==> config.mk <==
export PLATFORM = sky130hd
export DESIGN_NAME = pipe_sop_engine
export DESIGN_NICKNAME = d
export VERILOG_FILES = /design/src/rtl/pipe_sop_pkg.sv /design/src/rtl/pipe_sop_engine_sop_adder_tree.sv /design/src/rtl/pipe_sop_engine.sv
export SDC_FILE = /design/constraint.sdc
export NUM_CORES = 1
export LEC_CHECK = 0
export CORE_UTILIZATION = 41
export CTS_CLUSTER_DIAMETER = 60
export DETAILED_ROUTE_END_ITERATION = 7
export SLEW_MARGIN = 20
export SYNTH_ARGS = -nofsm -noshare
export SYNTH_HDL_FRONTEND = slang
export SYNTH_SLANG_ARGS = --single-unit
export TNS_END_PERCENT = 100
==> constraint.sdc <==
create_clock -name clk -period 4.8 [get_ports clk]
set_input_delay 0.96 -clock clk [delete_from_list [all_inputs] [get_ports clk]]
set_output_delay 0.96 -clock clk [all_outputs]
set_load 0.03 [all_outputs]
==> src/rtl/pipe_sop_pkg.sv <==
// Shared widths, mode encodings and stage control record for the sum-of-products engine.
// Latency: n/a (declarations only).
// Backpressure: n/a.
package pipe_sop_pkg;

  localparam logic MODE_SINGLE = 1'b0;
  localparam logic MODE_ACC    = 1'b1;

  // Ceiling log2; clog2(1) = 0 so a single pair adds no tree growth bits.
  function automatic int unsigned clog2(input int unsigned v);
    int unsigned r;
    r = 0;
    for (int unsigned i = 0; i < 32; i++) begin
      if ((64'd1 << i) < 64'(v)) r = i + 1;
    end
    return r;
  endfunction

  function automatic int unsigned prod_w(input int unsigned dw);
    return 2 * dw;
  endfunction

  function automatic int unsigned tree_w(input int unsigned dw, input int unsigned npairs);
    return prod_w(dw) + clog2(npairs);
  endfunction

  function automatic int unsigned out_w(input int unsigned dw, input int unsigned npairs,
                                        input int unsigned acc_len);
    return tree_w(dw, npairs) + clog2(acc_len);
  endfunction

  // Control half of every stage record; each stage pairs it with its own data width.
  typedef struct packed {
    logic vld;
    logic mode;
  } stage_ctl_t;

endpackage

==> src/rtl/pipe_sop_engine_sop_adder_tree.sv <==
// Combinational unsigned reduction of NPAIRS products into one sum.
// Latency: 0 cycles (purely combinational, registered by the caller).
// Backpressure: none; the caller decides when the result is captured.
module sop_adder_tree
  import pipe_sop_pkg::*;
#(
  parameter int unsigned NPAIRS = 4,
  parameter int unsigned PW     = 16,
  localparam int unsigned TW    = PW + clog2(NPAIRS)
) (
  input  logic [NPAIRS*PW-1:0] prods,
  output logic [TW-1:0]        sum
);

  // Each product is widened to the full tree width first, so no partial sum can wrap.
  always_comb begin
    sum = '0;
    for (int unsigned k = 0; k < NPAIRS; k++) begin
      sum = sum + TW'(prods[k*PW +: PW]);
    end
  end

endmodule

==> src/rtl/pipe_sop_engine.sv <==
// Sum of NPAIRS unsigned products per transaction, optionally accumulated over ACC_LEN transactions.
// Latency: 3 registered stages; a transaction accepted in cycle c shows on dout in cycle c+3 when unstalled.
// Backpressure: dout_busy holds S3; stalls ripple back stage by stage to din_busy, nothing is ever dropped.
module pipe_sop_engine
  import pipe_sop_pkg::*;
#(
  parameter int unsigned NPAIRS  = 4,
  parameter int unsigned DW      = 8,
  parameter int unsigned II      = 1,
  parameter int unsigned ACC_LEN = 4
) (
  input  logic                                 clk,
  input  logic                                 rst,
  input  logic                                 din_vld,
  output logic                                 din_busy,
  input  logic [2*NPAIRS*DW-1:0]               din_data,
  input  logic                                 din_mode,
  output logic                                 dout_vld,
  input  logic                                 dout_busy,
  output logic [out_w(DW,NPAIRS,ACC_LEN)-1:0]  dout_data,
  output logic                                 dout_last
);

  localparam int unsigned PW = prod_w(DW);
  localparam int unsigned TW = tree_w(DW, NPAIRS);
  localparam int unsigned OW = out_w(DW, NPAIRS, ACC_LEN);
  localparam int unsigned CW = clog2(ACC_LEN);

  typedef struct packed {
    stage_ctl_t            ctl;
    logic [NPAIRS*PW-1:0]  prods;
  } s1_rec_t;

  typedef struct packed {
    stage_ctl_t  ctl;
    logic [TW-1:0] sum;
  } s2_rec_t;

  logic [1:0]          rst_sync;
  logic                rst_n_i;
  s1_rec_t             s1;
  s2_rec_t             s2;
  logic [3:0]          ii_cnt;
  logic [CW-1:0]       in_cnt;
  logic                frame_mode;
  logic [CW-1:0]       acc_cnt;
  logic [OW-1:0]       acc;
  logic [NPAIRS*PW-1:0] prods_c;
  logic [TW-1:0]       tree_sum;
  logic [OW-1:0]       acc_sum;
  logic                acc_last;
  logic                eff_mode;
  logic                s3_adv;
  logic                s2_ld;
  logic                s1_ld;
  logic                accept;

  // Reset asserts immediately but releases only after two clean edges.
  always_ff @(posedge clk or negedge rst) begin
    if (!rst) rst_sync <= 2'b00;
    else      rst_sync <= {rst_sync[0], 1'b1};
  end
  assign rst_n_i = rst_sync[1];

  // A stage loads whenever it is empty or its occupant is moving on.
  assign s3_adv   = !dout_vld || !dout_busy;
  assign s2_ld    = !s2.ctl.vld || s3_adv;
  assign s1_ld    = !s1.ctl.vld || s2_ld;
  assign din_busy = (ii_cnt != 4'd0) || !s1_ld;
  assign accept   = din_vld && !din_busy;

  // Mode is only sampled from din_mode at a frame boundary; mid-frame the latched mode wins.
  assign eff_mode = (in_cnt == '0) ? din_mode : frame_mode;

  // Full-width products, operands widened before multiplying.
  always_comb begin
    prods_c = '0;
    for (int unsigned k = 0; k < NPAIRS; k++) begin
      prods_c[k*PW +: PW] = PW'(din_data[2*k*DW +: DW]) * PW'(din_data[(2*k+1)*DW +: DW]);
    end
  end

  sop_adder_tree #(
    .NPAIRS (NPAIRS),
    .PW     (PW)
  ) u_tree (
    .prods (s1.prods),
    .sum   (tree_sum)
  );

  assign acc_sum  = acc + OW'(s2.sum);
  assign acc_last = (acc_cnt == CW'(ACC_LEN - 1));

  // Initiation-interval gap and input-side frame tracking (ACC_LEN is a power of 2, so wrap is free).
  always_ff @(posedge clk or negedge rst_n_i) begin
    if (!rst_n_i) begin
      ii_cnt     <= 4'd0;
      in_cnt     <= '0;
      frame_mode <= MODE_SINGLE;
    end else begin
      if (accept)              ii_cnt <= 4'(II - 1);
      else if (ii_cnt != 4'd0) ii_cnt <= ii_cnt - 4'd1;
      if (accept) begin
        if (in_cnt == '0)        frame_mode <= din_mode;
        if (eff_mode == MODE_ACC) in_cnt    <= in_cnt + CW'(1);
      end
    end
  end

  // S1 captures products; S2 captures the reduced sum.
  always_ff @(posedge clk or negedge rst_n_i) begin
    if (!rst_n_i) begin
      s1 <= '0;
      s2 <= '0;
    end else begin
      if (s1_ld) begin
        s1.ctl.vld  <= accept;
        s1.ctl.mode <= eff_mode;
        s1.prods    <= prods_c;
      end
      if (s2_ld) begin
        s2.ctl <= s1.ctl;
        s2.sum <= tree_sum;
      end
    end
  end

  // S3: present single results directly, absorb accumulate values until the frame's last one.
  always_ff @(posedge clk or negedge rst_n_i) begin
    if (!rst_n_i) begin
      dout_vld  <= 1'b0;
      dout_data <= '0;
      dout_last <= 1'b0;
      acc       <= '0;
      acc_cnt   <= '0;
    end else if (s3_adv) begin
      if (s2.ctl.vld && s2.ctl.mode == MODE_SINGLE) begin
        dout_vld  <= 1'b1;
        dout_data <= OW'(s2.sum);
        dout_last <= 1'b1;
      end else if (s2.ctl.vld && acc_last) begin
        dout_vld  <= 1'b1;
        dout_data <= acc_sum;
        dout_last <= 1'b1;
        acc       <= '0;
        acc_cnt   <= '0;
      end else if (s2.ctl.vld) begin
        dout_vld  <= 1'b0;
        acc       <= acc_sum;
        acc_cnt   <= acc_cnt + CW'(1);
      end else begin
        dout_vld  <= 1'b0;
      end
    end
  end

endmodule

==> results of run 1 <==
## worst paths after layout
check                        startpoint           to  slack, ps  depth (start not counted)
setup / recovery           din_data[21]       s1[27]        110                         17
hold / removal              rst_sync[0]  rst_sync[1]        350                          0
setup reg to reg                 s1[22]       s2[16]        360                         20
hold reg to reg             rst_sync[0]  rst_sync[1]        350                          0
max in group asynchronous   rst_sync[1]       s1[27]       3370                          1
min in group asynchronous   rst_sync[1]    in_cnt[0]        360                          0
## layout by cell type (no fill, tap or decap), types with 13 or more instances in the layout
master                            count
sky130_fd_sc_hd__clkbuf_16           17
sky130_fd_sc_hd__a22o_1              13
sky130_fd_sc_hd__nand2_1            166
sky130_fd_sc_hd__inv_1              262
sky130_fd_sc_hd__nor2_1              90
sky130_fd_sc_hd__buf_4              184
sky130_fd_sc_hd__xnor2_1             45
sky130_fd_sc_hd__nand3_1             18
sky130_fd_sc_hd__dfrtp_1            138
sky130_fd_sc_hd__xor2_1              35
sky130_fd_sc_hd__nand2b_1            16
sky130_fd_sc_hd__clkbuf_2            20
sky130_fd_sc_hd__a21o_1              26
sky130_fd_sc_hd__o21a_1              17
sky130_fd_sc_hd__a31oi_1             14
sky130_fd_sc_hd__and2_4              18
sky130_fd_sc_hd__a21oi_1            102
sky130_fd_sc_hd__and2_1             188
sky130_fd_sc_hd__o21ai_1             31
sky130_fd_sc_hd__ha_1               188
sky130_fd_sc_hd__nor3_1              24
sky130_fd_sc_hd__clkdlybuf4s50_1     39
sky130_fd_sc_hd__fa_1               156
sky130_fd_sc_hd__o21ai_0             60
## power by group through the flow
stage	Sequential, uW	Clock, uW	Combinational [uW]
after floorplan	2250	0	8370
after CTS	2180	1280	11400
after global placement	2190	0	11000
after detailed placement	2200	0	11200
final	2180	1250	11500
after global routing	2250	1330	13100
## layout make-up
| type | instances | area (um^2) | area share |
|---|---|---|---|
| clock inverter | 12 | 113 | 0.00570 |
| timing repair buffer | 271 | 2170 | 0.110 |
| multi-input combinational | 1373 | 11900 | 0.601 |
| tap | 518 | 648 | 0.0328 |
| inverter | 270 | 1010 | 0.0513 |
| clock buffer | 20 | 457 | 0.0231 |
| sequential | 139 | 3480 | 0.176 |
## cells by family after synthesis
group / after synthesis / synth area share
adders and majority gates: 360 / 0.354
muxes: 11 / 0.00696
other: 1 / 0.000232
AOI/OAI and AO/OA: 335 / 0.127
DFF: 139 / 0.215
and+or+nand+nor: 586 / 0.183
xor gates and xnor gates: 80 / 0.0433
buffers and inverters: 300 / 0.0696
## critical path, cell delays in order
cell and delay, ps:
sky130_fd_sc_hd__clkdlybuf4s50_1 440, sky130_fd_sc_hd__buf_4 160, sky130_fd_sc_hd__and2_1 160, sky130_fd_sc_hd__fa_1 480, sky130_fd_sc_hd__fa_2 490, sky130_fd_sc_hd__fa_1 490
sky130_fd_sc_hd__inv_1 50, sky130_fd_sc_hd__fa_1 480, sky130_fd_sc_hd__inv_1 40, sky130_fd_sc_hd__ha_1 310, sky130_fd_sc_hd__o21a_1 200, sky130_fd_sc_hd__o31ai_1 60
sky130_fd_sc_hd__buf_4 160, sky130_fd_sc_hd__nand2b_1 50, sky130_fd_sc_hd__a21oi_1 170, sky130_fd_sc_hd__xor2_1 200, sky130_fd_sc_hd__o21ai_0 100
## metrics by stage
| step | instance area [um^2] | utilization | hold slack (ps) | instances | TNS [ps] |
|---|---|---|---|---|---|
| 3_5_place_dp | 19000 | 0.491 | 340 | 2569 | -15810 |
| 4_1_cts | 19600 | 0.506 | 359 | 2601 | 0 |
| 3_3_place_gp | 19000 | 0.491 | 336 | 2569 | -14040 |
| 2_1_floorplan | 16200 | - | 331 | 1812 | 0 |
| 5_1_grt | 19800 | 0.510 | 368 | 2603 | -33.7 |
| 6_report | 19800 | 0.510 | 355 | 2603 | 0 |
## flip-flops by register name, summed over array words and instances, names as in the netlist
register    cells
ii_cnt          4
rst_sync        2
acc            20
dout_vld        1
acc_cnt         2
s1             66
frame_mode      1
dout_last       1
dout_data      20
in_cnt          2
s2             20
## what timing repair did
| action | CTS | global route |
|---|---|---|
| gates resized for setup | 73 | 153 |
| pin swaps | 16 | 67 |
| setup endpoints to repair | 23 | 22 |
| gates cloned | 0 | 0 |
| buffers inserted | 0 | 2 |
## routing by layer
layer  up-vias  part of all wire
li1       6434                 -
met1      6235              0.46
met2       153              0.50
met3        34             0.022
met4         0             0.014
met5         -                 0
==> qor.yml, run 1 <==
run_status: "finished clean"
hold_violations: 0
total_power_per_unit_cell_area_nw_per_um2: 755
floorplan.core_area_um2: 38700
globalplace.congestion: 0.915
cts_root_buf: "sky130_fd_sc_hd__clkbuf_16"
num_vias: 12900
max_slew.worst_pin.slew_ps: 892
portion_of_the_post_synthesis_area_used_by_sequential_elements: 0.215
netSwitchingPower_uw: 7080
numClockSinks: 139
clk_pin_slew_worst_paths_ps: 60
dpl.hpwl_um: 29300
largest_net_degree_at_the_start_of_global_routing: 87
dieArea_um2: 40200
yosys.cell_count.top_type: "sky130_fd_sc_hd__inv_1"
ios: 92
wl_per_cell_um: 13.5
grt_util_all_layers: 0.181
design_power_total_uw: 14900
critical_path.max_fanout: 4
type_of_element_launching_the_critical_path: "input pin"
finalWirelength_um: 35100
use_met2: 0.318
period_minus_slack_ps: 4690
finalSetupViolations: 0
placement.setup.worst_slack_ps: -808
crit_required_ps: 5100
synth.yosys.warnings: 0
initial_core_utilization: 0.417
timing.critical_path.arrival_ps: 4990
synth_cell_type_count: 58
share_seq_of_total_power: 0.146
synth_ff_type: "sky130_fd_sc_hd__dfrtp_1"
fillers: 3699
final-max-slew-violation-count: 0
tritoncts: "built"
yosys.area.top_type_share: 0.215
irDropWorstVdd_mv: 0.700
yosys.area.top_type: "sky130_fd_sc_hd__dfrtp_1"
die_height_um: 201
cts-buffers-inserted: 17
async_reset_ff_frac: 1.00
ant_nets: 0
finish.net_count: 2501
busiest_layer: "met2"
syn_area_per_cell_um2: 8.92
cts_hold_repair.buffers: 0
path_class: "in -> reg"
drv.max_cap_violation_count: 0
power.share.combinational: 0.770
first_pass_iters: 5
finClkSkew_ps: 7.70
initialDrtViolationCount: 418
grt_overflow: 0
drt_drc_violations_left: 0
min_period_over_period: 0.978
final_critical_path_setup_slack_ps: 106
critPathCaptureType: "flip-flop"
synth.cell_area_um2: 16200
post_synth_inst_count: 1812
worstHoldPathType: "reg -> reg"
p_leak_uw: 0.0100
port_buffers: 91
grt_use_met3: 0.0182
avgViaCountPerCell: 4.94
synth_edf_count: 0
fmax_ghz: 0.213
insertedDiodeCount: 0
die_w_um: 201
grt_pass1_wl_um: 61400
drive_above_1_share: 0.158
switching_share: 0.475
grt.met1_usage: 0.240
synth-seq-cells: 139
clock_path_buffers: 2
p_clk_frac: 0.084
cellInternalPower_uw: 7840
worst_slew_margin_rel: 0.404
htree_num_levels: 4
initial_antenna_violation_count: 0
synthTopCellsByArea: "sky130_fd_sc_hd__dfrtp_1 (22%), sky130_fd_sc_hd__fa_1 (20%), sky130_fd_sc_hd__ha_1 (15%)"
worst_skew_pair.late_latency_ps: 420
via_count_of_the_first_global_routing_pass: 13200
standard_cell_rows: 72
area_added_between_synthesis_and_finish_pct: 22.1
synth_nets: 2241
post_synth_most_frequent_cells: "sky130_fd_sc_hd__inv_1 (270), sky130_fd_sc_hd__and2_1 (207), sky130_fd_sc_hd__ha_1 (197)"
Note: power is estimated with default switching activity, not from simulation.
==> run 2, diff against run 1 <==
clock period = 4.9 ns   (was 4.8 ns; I/O delays follow)
==> run 2 against run 1 <==
Worst hold slack worse by 210 ps; wire length is 0.52% lower; sequential share of layout area is 0.092 points higher; global-route usage is 0.060 points higher; critical endpoint is now s1[47]; power is 2.9% lower; register-to-register slack better by 160 ps; sequential power is 2% lower; critical path depth is 1 lower.
==> qor.yml, run 2 (synthesized netlist as in run 1, its figures left out) <==
numClockSinks: 139
critical_path.max_fanout: 7
cts_root_buf: "sky130_fd_sc_hd__clkbuf_16"
r2r-end: "s2[17]"
initial_antenna_violation_count: 0
type_of_element_launching_the_critical_path: "input pin"
ff2ff_setup_slack_ps: 520
period_minus_slack_ps: 4770
final-max-slew-violation-count: 0
finalSetupViolations: 0
dieArea_um2: 40200
path_class: "in -> reg"
biggest_register: "s1"
tritoncts: "built"
port_buffers: 91
hold_violations: 0
drt_drc_violations_left: 0
cts-buffers-inserted: 17
run_status: "finished clean"
finalWirelength_um: 34900
critical-path-slowest-cell: "sky130_fd_sc_hd__fa_1"
via_count_of_the_first_global_routing_pass: 13200
clk_pin_slew_worst_paths_ps: 60
rr_worst_depth: 18
max_slew.worst_pin.slew_ps: 883
path_delay_family: "adder cells"
critical_path_depth: 16
die_w_um: 201
maximum_cell_stage_delay_along_the_critical_path_ps: 540
final_standard_cell_utilization_of_the_core: 0.507
multi_input_comb_area_um2: 11800
ant_nets: 0
worst_skew_pair.late_latency_ps: 420
finish.net_count: 2497
regArea_um2: 3480
first_pass_iters: 5
worst_path_most_repeated_cell: "sky130_fd_sc_hd__fa_1"
cts_hold_repair.buffers: 0
insertedDiodeCount: 0
crit_required_ps: 5240
dpl.hpwl_um: 28900
layout.cells.most_common: "sky130_fd_sc_hd__inv_1"
hold_slack_ps: 149
p_leak_uw: 0.0100
ios: 92
standard_cell_rows: 72
num_vias: 12800
fillers: 3712
largest_reg_flops: 66
fin_setup_tns_ps: 0
grt_util_all_layers: 0.182
min_period_over_period: 0.974
critPathCaptureType: "flip-flop"
area_added_between_synthesis_and_finish_pct: 21.5
globalplace.congestion: 0.898
drive_above_1_share: 0.139
initialDrtViolationCount: 499
wl_per_cell_um: 13.4
fmax_ghz: 0.209
timing.critical_path.arrival_ps: 5110
avgViaCountPerCell: 4.94
irDropWorstVdd_mv: 0.696
grt_pass1_wl_um: 61500
htree_num_levels: 4
total_power_per_unit_cell_area_nw_per_um2: 737
largest_net_degree_at_the_start_of_global_routing: 87
critical_path.cell_chain: "buf_4 > nand2_2 > fa_1 > fa_1 > inv_1 > fa_1 > inv_1 > fa_1 > inv_1 > ha_4 > a21boi_1 > o31a_1 > buf_4 > a221o_1 > a211o_1 > a31oi_1"
path_buf_inv: 5
mostFrequentLayoutCells: "sky130_fd_sc_hd__inv_1 (268), sky130_fd_sc_hd__and2_1 (190), sky130_fd_sc_hd__ha_1 (190), sky130_fd_sc_hd__buf_4 (174), sky130_fd_sc_hd__nand2_1 (171)"
worstHoldPathType: "reg -> async"
timing.rr.start: "s1[22]"
finClkSkew_ps: 10.4
initial_core_utilization: 0.417
drv.max_cap_violation_count: 0
grt_overflow: 0
die_height_um: 201
worst_slew_margin_rel: 0.409
floorplan.core_area_um2: 38700
clock_path_buffers: 2
==> run 2: changes by cell type in the layout (fill, tap and decap cells not counted), moves of 5 or more <==
cell                      change
sky130_fd_sc_hd__nand2_2      -5
sky130_fd_sc_hd__buf_2        +6
sky130_fd_sc_hd__inv_1        +6
sky130_fd_sc_hd__inv_2        -6
sky130_fd_sc_hd__nand2_1      +5
sky130_fd_sc_hd__buf_4       -10
==> run 2: worst max-delay path by stage <==
stage | to | slack (ps) | startpoint
6_report | s1[47] | 130 | din_data[34]
5_1_grt | s1[63] | -20 | din_data[59]
4_1_cts | s1[46] | 1 | din_data[35]
3_5_place_dp | s1[47] | -740 | din_data[33]
3_3_place_gp | s1[47] | -680 | din_data[43]
2_1_floorplan | s1[15] | 30 | din_data[15]
==> run 2: report_power, final <==
part	leakage (uW)	total [uW]	internal (uW)	switching, uW
Sequential	0.00166	2130	1770	361
Combinational	0.00805	11100	5110	5950
Clock	0.000287	1300	811	490
==> run 2: area by class of cell <==
| type | count | area share |
|---|---|---|
| Clock inverter | 10 | 0.00726 |
| Timing Repair Buffer | 267 | 0.109 |
| Tap cell | 518 | 0.0330 |
| Sequential cell | 139 | 0.177 |
| Multi-Input combinational cell | 1373 | 0.599 |
| Clock buffer | 20 | 0.0227 |
| Inverter | 270 | 0.0516 |
==> run 2: metal layers <==
metal | vias up | wire, um | GRT usage
li1 | 6434 | - | -
met1 | 6186 | 16500 | 0.245
met2 | 167 | 17100 | 0.310
met3 | 31 | 774 | 0.0209
met4 | 0 | 586 | 0.0466
met5 | - | 0 | 0
==> run 2: what timing repair did <==
item	4_1_cts	5_1_grt
resized for setup	73	88
setup endpoints to repair	13	16
setup buffers	0	0
pin swaps	17	39
==> run 2: worst reg2reg max path, stage by stage, from the launching register on <==
cell and delay, ps:
sky130_fd_sc_hd__dfrtp_1 400, sky130_fd_sc_hd__ha_1 370, sky130_fd_sc_hd__and2_1 180, sky130_fd_sc_hd__or3_1 310
sky130_fd_sc_hd__a211o_1 300, sky130_fd_sc_hd__nand4_1 120, sky130_fd_sc_hd__a311oi_1 160, sky130_fd_sc_hd__a21o_1 210
sky130_fd_sc_hd__a21oi_1 160, sky130_fd_sc_hd__xor2_1 110, sky130_fd_sc_hd__fa_1 480, sky130_fd_sc_hd__inv_1 40
sky130_fd_sc_hd__ha_1 220, sky130_fd_sc_hd__or4_1 510, sky130_fd_sc_hd__nor2_1 110, sky130_fd_sc_hd__a21oi_1 70
sky130_fd_sc_hd__a31oi_1 260, sky130_fd_sc_hd__o21ai_0 110, sky130_fd_sc_hd__nor3b_1 140
==> run 2: stage by stage <==
stage | worst slack (ps) | area [um^2] | instances | total power, uW
final | 126 | 19600 | 2597 | 14500
after global routing | -24.5 | 19600 | 2597 | 16200
after CTS | 1.00 | 19600 | 2597 | 14500
after detailed placement | -742 | 19000 | 2567 | 13000
after global placement | -677 | 19000 | 2567 | 12800
after floorplan | 30.4 | 16200 | 1812 | 10300
==> run 3, diff against run 2 <==
CAP_MARGIN = 40   (was unset)
==> run 3 against run 2 <==
Sequential share of layout area about the same; power decreased by 0.80%; clock power decreased by 9%; highest routed layer unchanged; critical endpoint unchanged; die area unchanged; global-route usage decreased by 0.069 points; sequential power about the same; largest power group unchanged; register-to-register slack got worse by 30 ps; first-iteration DRC count increased by 6.6%.
==> qor.yml, run 3 (synthesized netlist as in run 1, its figures left out) <==
run_status: "finished clean"
critPathCaptureType: "flip-flop"
wl_per_cell_um: 13.4
final-max-slew-violation-count: 0
min_period_over_period: 0.969
timing.critical_path.arrival_ps: 5090
post_dp_cell_area_um2: 19000
die_height_um: 201
worst_path_most_repeated_cell: "sky130_fd_sc_hd__fa_1"
via_count_of_the_first_global_routing_pass: 13000
path_delay_family: "adder cells"
numClockSinks: 139
power.share.combinational: 0.770
clk_pin_slew_worst_paths_ps: 60
hold_violations: 0
grt_overflow: 0
num_vias: 12900
initial_core_utilization: 0.417
cellInternalPower_uw: 7540
cts_setup_buffers: 0
p_clk_frac: 0.082
max_slew.worst_pin.slew_ps: 715
ant_nets: 0
p_leak_uw: 0.0100
rr_worst_depth: 18
irDropWorstVdd_mv: 0.690
drv.max_cap_violation_count: 0
cts_hold_repair.buffers: 0
floorplan.core_area_um2: 38700
layout.cells.most_common: "sky130_fd_sc_hd__inv_1"
hold_slack_ps: 149
stdcell_area_um2: 19700
insertedDiodeCount: 0
layoutNonFillerInstCount: 2604
htree_num_levels: 4
area_added_between_synthesis_and_finish_pct: 21.6
final_critical_path_setup_slack_ps: 153
share_seq_of_total_power: 0.148
mostFrequentLayoutCells: "sky130_fd_sc_hd__inv_1 (269), sky130_fd_sc_hd__and2_1 (197), sky130_fd_sc_hd__ha_1 (190), sky130_fd_sc_hd__buf_4 (176), sky130_fd_sc_hd__nand2_1 (170)"
type_of_element_launching_the_critical_path: "input pin"
critical-path-slowest-cell: "sky130_fd_sc_hd__fa_1"
ios: 92
finalWirelength_um: 34800
crit_required_ps: 5240
worstHoldPathType: "reg -> async"
finish.net_count: 2502
standard_cell_rows: 72
largest_net_degree_at_the_start_of_global_routing: 87
grt_pass1_wl_um: 61000
die_w_um: 201
clock_path_buffers: 2
tritoncts: "built"
finClkSkew_ps: 10.5
globalplace.congestion: 0.898
first_pass_iters: 7
path_class: "in -> reg"
biggest_register: "s1"
dpl.hpwl_um: 29100
worst_skew_pair.late_latency_ps: 430
path_buf_inv: 4
maximum_cell_stage_delay_along_the_critical_path_ps: 540
placement.setup.worst_slack_ps: -765
netSwitchingPower_uw: 6830
initial_antenna_violation_count: 0
period_minus_slack_ps: 4750
avgViaCountPerCell: 4.94
total_power_per_unit_cell_area_nw_per_um2: 731
port_buffers: 91
largest_reg_flops: 66
drive_above_1_share: 0.133
finalSetupViolations: 0
switching_share: 0.475
cell_total_after_placement: 2569
cts-buffers-inserted: 17
cts_root_buf: "sky130_fd_sc_hd__clkbuf_16"
drt_drc_violations_left: 0
worst_slew_margin_rel: 0.522
grt_util_all_layers: 0.181
initialDrtViolationCount: 532
critical_path_depth: 15
critical_path.cell_chain: "dlygate4sd2_1 > and2_1 > fa_1 > fa_1 > fa_1 > inv_1 > fa_1 > inv_1 > ha_4 > o21a_1 > o31a_1 > buf_4 > a221o_1 > a211o_1 > a31oi_1"
dieArea_um2: 40200
critical_path.max_fanout: 4
fmax_ghz: 0.211
[run 3: area by class of cell]
class | instances | area [um^2]
well taps | 518 | 648
multi-input cells | 1373 | 11700
clock buffers | 19 | 443
inverters | 270 | 1010
clock inverters | 13 | 92.6
fillers | 3717 | 19100
repair buffers | 272 | 2250
flip-flops and latches | 139 | 3480
[run 3: worst register-to-register path, cell delays in order (launching register included)]
cell	delay (ps)
sky130_fd_sc_hd__dfrtp_1	410
sky130_fd_sc_hd__ha_1	380
sky130_fd_sc_hd__and2_1	180
sky130_fd_sc_hd__or3_1	310
sky130_fd_sc_hd__a211o_1	300
sky130_fd_sc_hd__nand4_1	120
sky130_fd_sc_hd__a311oi_1	170
sky130_fd_sc_hd__a21o_1	210
sky130_fd_sc_hd__a21oi_1	160
sky130_fd_sc_hd__xor2_1	110
sky130_fd_sc_hd__fa_1	480
sky130_fd_sc_hd__inv_1	40
sky130_fd_sc_hd__ha_1	220
sky130_fd_sc_hd__or4_1	500
sky130_fd_sc_hd__nor2_1	100
sky130_fd_sc_hd__a21oi_1	70
sky130_fd_sc_hd__a31oi_1	270
sky130_fd_sc_hd__o21ai_0	110
sky130_fd_sc_hd__nor3b_1	140
[run 3: metrics by stage]
step / power (uW) / setup TNS [ps] / utilization
finish: 14400 / 0 / 0.508
global route: 16100 / -19.6 / 0.508
CTS: 14400 / 0 / 0.505
detailed placement: 13000 / -12770 / 0.490
global placement: 12800 / -11660 / 0.490
floorplan: 10300 / 0 / -
[run 3: power by group through the flow]
stage,Clock (uW),Sequential [uW],Combinational (uW)
after floorplan,0,2200,8150
after global routing,1250,2190,12600
after detailed placement,0,2150,10900
after CTS,1200,2130,11000
after global placement,0,2130,10700
final,1180,2130,11100
[run 3: routing by layer]
metal  global-route usage  up-vias  share of wire
met2                0.312      145           0.49
met3               0.0214       24          0.022
li1                     -     6451              -
met4               0.0371        0          0.010
met1                0.245     6242           0.48
met5                    0        -              0
[run 3: final timing paths]
kind / from / end / slack [ps]
max: din_data[38] / s1[47] / 150
min reg2reg: rst_sync[1] / in_cnt[0] / 150
max in group asynchronous: rst_sync[1] / s1[57] / 3760
min in group clk: rst_sync[0] / rst_sync[1] / 360
min: rst_sync[1] / in_cnt[0] / 150
max reg2reg: s1[22] / s2[17] / 490
[run 3: timing repair]
item                       4_1_cts  5_1_grt
pin swaps                       14       30
setup endpoints to repair       13       16
resized for setup               58       67
